**src/rtl/muldiv_seq.sv**
```systemverilog
// Sequential multiply/divide unit with architectural HI/LO registers.
// One shift-add or restoring shift-subtract step per cycle, then a single sign-fix cycle.
module muldiv_seq #(
  parameter int WIDTH = 32
) (
  input  logic             clk,
  input  logic             rst_n,
  input  logic             op_valid,
  input  logic [1:0]       op_type,
  input  logic [WIDTH-1:0] src_a,
  input  logic [WIDTH-1:0] src_b,
  input  logic             mthi,
  input  logic             mtlo,
  input  logic [WIDTH-1:0] mt_data,
  input  logic             hilo_read,
  input  logic             flush,
  output logic [WIDTH-1:0] hi,
  output logic [WIDTH-1:0] lo,
  output logic             busy,
  output logic             done,
  output logic             stall
);

  localparam int CW = $clog2(WIDTH) + 1;

  typedef enum logic [1:0] {S_IDLE, S_MUL, S_DIV, S_FIX} state_t;

  state_t             state_q, state_d;
  logic [CW-1:0]      cnt_q, cnt_d;
  logic [WIDTH-1:0]   opnd_q, opnd_d;     // multiplicand or divisor magnitude
  logic [2*WIDTH-1:0] work_q, work_d;     // product, or {remainder, quotient}
  logic               neg_q, neg_d;
  logic               rneg_q, rneg_d;
  logic               dz_q, dz_d;
  logic               is_div_q, is_div_d;
  logic [WIDTH-1:0]   hi_q, hi_d;
  logic [WIDTH-1:0]   lo_q, lo_d;
  logic               done_q, done_d;

  logic               a_neg, b_neg;
  logic [WIDTH-1:0]   a_mag, b_mag;
  logic [WIDTH:0]     mul_sum;
  logic [WIDTH:0]     div_shift;
  logic               div_ge;
  logic [WIDTH-1:0]   div_rem;
  logic [2*WIDTH-1:0] prod_fix;
  logic [WIDTH-1:0]   quo_fix, rem_fix;

  always_comb begin
    // NOTE: every variable gets a default first so no path leaves it unassigned (no latch).
    state_d  = state_q;
    cnt_d    = cnt_q;
    opnd_d   = opnd_q;
    work_d   = work_q;
    neg_d    = neg_q;
    rneg_d   = rneg_q;
    dz_d     = dz_q;
    is_div_d = is_div_q;
    hi_d     = hi_q;
    lo_d     = lo_q;
    done_d   = 1'b0;

    // op_type[0]=0 selects the signed variants
    a_neg = ~op_type[0] & src_a[WIDTH-1];
    b_neg = ~op_type[0] & src_b[WIDTH-1];
    a_mag = a_neg ? -src_a : src_a;
    b_mag = b_neg ? -src_b : src_b;

    mul_sum   = {1'b0, work_q[2*WIDTH-1:WIDTH]} + (work_q[0] ? {1'b0, opnd_q} : '0);
    div_shift = {work_q[2*WIDTH-1:WIDTH], work_q[WIDTH-1]};
    div_ge    = div_shift >= {1'b0, opnd_q};
    div_rem   = div_ge ? WIDTH'(div_shift - {1'b0, opnd_q}) : div_shift[WIDTH-1:0];

    prod_fix = neg_q  ? -work_q : work_q;
    quo_fix  = neg_q  ? -work_q[WIDTH-1:0] : work_q[WIDTH-1:0];
    rem_fix  = rneg_q ? -work_q[2*WIDTH-1:WIDTH] : work_q[2*WIDTH-1:WIDTH];

    case (state_q)
      S_IDLE: begin
        if (op_valid && !flush) begin
          opnd_d   = op_type[1] ? b_mag : a_mag;
          work_d   = {{WIDTH{1'b0}}, (op_type[1] ? a_mag : b_mag)};
          neg_d    = a_neg ^ b_neg;
          rneg_d   = a_neg;
          dz_d     = op_type[1] && (src_b == '0);
          is_div_d = op_type[1];
          cnt_d    = '0;
          state_d  = op_type[1] ? S_DIV : S_MUL;
        end else if (!op_valid) begin
          if (mthi) hi_d = mt_data;
          if (mtlo) lo_d = mt_data;
        end
      end
      S_MUL: begin
        work_d = {mul_sum, work_q[WIDTH-1:1]};
        cnt_d  = cnt_q + 1'b1;
        if (cnt_q == CW'(WIDTH - 1)) state_d = S_FIX;
      end
      S_DIV: begin
        work_d = {div_rem, work_q[WIDTH-2:0], div_ge};
        cnt_d  = cnt_q + 1'b1;
        if (cnt_q == CW'(WIDTH - 1)) state_d = S_FIX;
      end
      S_FIX: begin
        state_d = S_IDLE;
        if (!flush) begin
          done_d = 1'b1;
          if (is_div_q) begin
            // a zero divisor yields an all-ones quotient and |a| as remainder, so only LO needs forcing
            hi_d = rem_fix;
            lo_d = dz_q ? '1 : quo_fix;
          end else begin
            hi_d = prod_fix[2*WIDTH-1:WIDTH];
            lo_d = prod_fix[WIDTH-1:0];
          end
        end
      end
      default: state_d = S_IDLE;
    endcase

    if (flush) state_d = S_IDLE;
  end

  // NOTE: all state, including the operand/work registers, is cleared by reset so nothing X escapes.
  always_ff @(posedge clk or negedge rst_n) begin
    if (!rst_n) begin
      state_q  <= S_IDLE;
      cnt_q    <= '0;
      opnd_q   <= '0;
      work_q   <= '0;
      neg_q    <= 1'b0;
      rneg_q   <= 1'b0;
      dz_q     <= 1'b0;
      is_div_q <= 1'b0;
      hi_q     <= '0;
      lo_q     <= '0;
      done_q   <= 1'b0;
    end else begin
      // NOTE: non-blocking assignments so every flop samples the pre-edge values.
      state_q  <= state_d;
      cnt_q    <= cnt_d;
      opnd_q   <= opnd_d;
      work_q   <= work_d;
      neg_q    <= neg_d;
      rneg_q   <= rneg_d;
      dz_q     <= dz_d;
      is_div_q <= is_div_d;
      hi_q     <= hi_d;
      lo_q     <= lo_d;
      done_q   <= done_d;
    end
  end

  assign hi    = hi_q;
  assign lo    = lo_q;
  assign done  = done_q;
  assign busy  = (state_q != S_IDLE);
  assign stall = busy & (op_valid | hilo_read | mthi | mtlo);

endmodule

```
**config.mk**
```make
export PLATFORM = sky130hd
export DESIGN_NAME = muldiv_seq
export DESIGN_NICKNAME = d
export VERILOG_FILES = /design/src/rtl/muldiv_seq.sv
export SDC_FILE = /design/constraint.sdc
export NUM_CORES = 1
export LEC_CHECK = 0
export CORE_MARGIN = 10
export CORE_UTILIZATION = 30
export CTS_BUF_LIST = sky130_fd_sc_hd__clkbuf_4 sky130_fd_sc_hd__clkbuf_8 sky130_fd_sc_hd__clkbuf_16
export DETAILED_ROUTE_END_ITERATION = 8
export DONT_BUFFER_PORTS = 1
export SLEW_MARGIN = 10
export SYNTH_ARGS = -nofsm -noshare
export SYNTH_HDL_FRONTEND = slang
export SYNTH_SLANG_ARGS = --single-unit
```
**constraint.sdc**
```tcl
create_clock -name clk -period 6.9 [get_ports clk]
set_input_delay 1.035 -clock clk [delete_from_list [all_inputs] [get_ports clk]]
set_output_delay 1.035 -clock clk [all_outputs]
set_load 0.005 [all_outputs]
```
==> impl_metrics.tcl <==
set metrics [dict create \
    cts_max_path_buffers 2 \
    synth.distinct_cells 70 \
    synthAdderAreaFrac_pct 6.40 \
    ys_async_sr_fraction_pct 100 \
    cp_top_family "compound AO/OA/AOI/OAI gates" \
    synth_compound_area_share_pct 27.7 \
    fmax_ghz 0.216 \
    dpl.hpwl_um 43700 \
    critPathSlowestCell "a21oi_4" \
    core-area_um2 49100 \
    fin_skew_ns 0.0127 \
    drive_gt1_share_pct 4.93 \
    hold_violations 0 \
    placed_cells 2520 \
    worstPathRequired_ns 7.21 \
    arrival_ns 4.93 \
    ys.flop_type "dfrtp_1" \
    timing.final.crit_share_pct 67.0 \
    max_slew_margin_pct 21.2 \
    htree_levels 4 \
    row_count 81 \
    ys_ff_latch 173 \
    leakage_nw 6.63 \
    reg2reg_depth 13 \
    overflow 0 \
    die_w_um 243 \
    routedWlPerCell_um 22.2 \
    grt_setup_unrepaired "false" \
    detail_route.first_pass.iterations 6 \
    synth_top_family_by_area "compound AO/OA/AOI/OAI gates" \
    path_buf_inv 1 \
    syn_area_um2 14900 \
    diodes 0 \
    synth-simple-area-share_pct 19.0 \
    drt_iter0_drc 1626 \
    reg2reg_to "work_q[33]$_DFFE_PN0P_" \
    worstPathCellList "ha_1 -> a21oi_1 -> o21ai_1 -> or3b_1 -> a211oi_1 -> nor2_1 -> o211ai_1 -> o211ai_1 -> a21oi_4 -> buf_4 -> mux2_2 -> a221oi_1 -> a211oi_1" \
    antenna_found_initial 2 \
    root_buffer "clkbuf_16" \
    cp-end-kind "flip-flop" \
    yosys_warnings 0 \
    synth-edff-count 0 \
    period_needed_ns 4.62 \
    r2r_slack_ns 2.28 \
    track_usage_pct 18.5 \
    cts-buffers-inserted 17 \
    cts_tree "built" \
    fillers 5256 \
    fin_tns_setup_ns 0 \
    vias_per_cell 5.72 \
    cts_sinks 173 \
    drv_slew 0 \
    postCtsSetupRepairBufs 0 \
    ys_seq_area_share_pct 29.1 \
    cts_hold_buf 0 \
    maxCapViolCount 0 \
    syn_area_per_cell_um2 7.60 \
    routed_wl_um 56500 \
    setup_viol 0 \
    hold_class "in -> async" \
    place_ws_ns 2.35 \
    postCtsResizedCells 0 \
    worstPathMaxFanout 25 \
    path_clk_slew_ns 0.07 \
    vdd_drop_max_mv 0.256 \
    ant_nets 0 \
    dieArea_um2 59000 \
    die_h_um 243 \
    powerDensity_nw_per_um2 493 \
    crit_path_max_incr_delay_ns 0.66 \
    pin_count 172 \
    gp_congestion 0.961 \
    synthMuxAreaShare_pct 2.81 \
    critPathKind "reg -> reg" \
    synth.net_count 2140 \
    instances_no_fill 2551 \
    clock_latency_ns 0.46 \
    port_buffers 0 \
    grt_pass1_wl_um 85600 \
    syn2layout_area_growth_pct 7.71 \
    syn_inst 1960 \
    start_kind "flip-flop" \
    synth-xor-area-share_pct 10.2 \
    vias 14600 \
    worst_slack_ns 2.28 \
    worstReg2RegStart "work_q[43]$_DFFE_PN0P_" \
    grt_pass1_vias 13700 \
    drc 0 \
    initial_utilization_pct 30.4 \
    grt_max_degree 174 \
    tightest_slew_ns 1.17 \
    num-nets-final 2055 \
    status "complete, no violations" \
]
[kinds of logic (layout without fill, tap and decap cells)]
kind of cell / Yosys count / after routing
xor+xnor: 174 / 174
buf+inv: 188 / 115
compound gates: 689 / 689
fa+ha+maj: 75 / 75
simple gates: 621 / 621
flops: 173 / 173
mux: 40 / 40
[metrics by stage]
step           power [mW]  hold slack [ns]  area (um^2)  utilization, %
5_1_grt              8.50            0.277        16000            32.7
3_3_place_gp         6.75            0.457        15400            31.4
2_1_floorplan        5.33            0.439        14900               -
4_1_cts              7.85            0.267        16000            32.7
6_report             7.91            0.313        16000            32.7
3_5_place_dp         6.78            0.463        15400            31.4
[power by group]
| part | internal [mW] | switching (mW) |
|---|---|---|
| sequential | 1.46 | 0.735 |
| clock | 0.606 | 0.445 |
| combinational | 1.75 | 2.92 |
| total | 3.82 | 4.10 |
[state kept, by name, summed over array words and instances (netlist names)]
register,cells
is_div_q,1
lo,32
cnt_q,6
dz_q,1
work_q,64
done,1
hi,32
neg_q,1
state_q,2
rneg_q,1
opnd_q,32
[cells in the final DEF (no fill, tap or decap), types with 26 or more instances in the layout]
| master | n |
|---|---|
| a21o_1 | 31 |
| nor3_1 | 31 |
| o22ai_1 | 42 |
| nand2_1 | 233 |
| mux2i_1 | 26 |
| a22oi_1 | 30 |
| ha_1 | 71 |
| xor2_1 | 61 |
| inv_1 | 63 |
| o21ai_0 | 216 |
| a21oi_1 | 196 |
| nor2_1 | 197 |
| dfrtp_1 | 173 |
| xnor2_1 | 113 |
| nand3_1 | 26 |
[layer usage]
| layer | global-route usage (%) | wire length (um) |
|---|---|---|
| met4 | 4.89 | 998 |
| met5 | 0 | 0 |
| met3 | 5.46 | 5910 |
| met2 | 27.0 | 23900 |
| met1 | 25.9 | 25700 |
[Yosys cell counts (all sizes together), types with 3 or more instances]
cell type	number	area [um^2]
a221oi	15	131
nand3	26	130
a21oi	197	990
nand2b	14	87.6
and2	11	68.8
nor2	197	739
nor3	32	165
inv	63	236
mux2i	26	260
o31a	3	26.3
dfrtp	173	4330
nand4	11	68.8
or4	20	158
a22o	16	140
buf	17	77.6
or2	9	56.3
nor3b	5	37.5
a211o	4	35.0
a211oi	16	120
clkbuf	108	405
and3	8	50.1
nor2b	10	62.6
a31oi	14	87.6
nand3b	5	37.5
o211ai	10	75.1
a21o	31	233
or3	19	124
o41ai	12	113
o31ai	24	180
o21bai	4	30.0
a31o	3	26.3
xnor2	113	990
ha	73	913
nand2	235	885
o221ai	6	52.6
o21ai	239	1200
o22ai	42	263
o21a	9	67.6
mux2	14	158
nor4	14	109
a22oi	30	225
xor2	61	534
[worst reg2reg max path: cells and delay by family (launching register included)]
family,cells,cell delay [ns]
fa+ha+maj,1,0.42
flops,1,0.47
mux,1,0.40
simple gates,2,0.58
compound gates,8,2.17
buf+inv,1,0.43
[area by class of cell]
cell class | count | area (um^2) | share of cell area, %
clock inverters | 9 | 135 | 0.842
repair buffers | 21 | 158 | 0.983
clock buffers | 22 | 482 | 3.00
inverters | 63 | 236 | 1.47
multi-input cells | 1599 | 9870 | 61.5
flip-flops and latches | 173 | 4330 | 27.0
well taps | 664 | 831 | 5.18
[how the worst max path moves through the flow]
stage | startpoint | to | slack (ns) | cells past startpoint
3_3_place_gp | work_q[43]$_DFFE_PN0P_ | work_q[39]$_DFFE_PN0P_ | 2.48 | 13
5_1_grt | work_q[43]$_DFFE_PN0P_ | work_q[44]$_DFFE_PN0P_ | 2.05 | 13
2_1_floorplan | src_b[8] | work_q[29]$_DFFE_PN0P_ | 3.24 | 10
6_report | work_q[43]$_DFFE_PN0P_ | work_q[33]$_DFFE_PN0P_ | 2.28 | 13
4_1_cts | work_q[43]$_DFFE_PN0P_ | work_q[33]$_DFFE_PN0P_ | 2.34 | 13
3_5_place_dp | work_q[43]$_DFFE_PN0P_ | work_q[33]$_DFFE_PN0P_ | 2.35 | 13
Note: power is estimated with default switching activity, not from simulation.
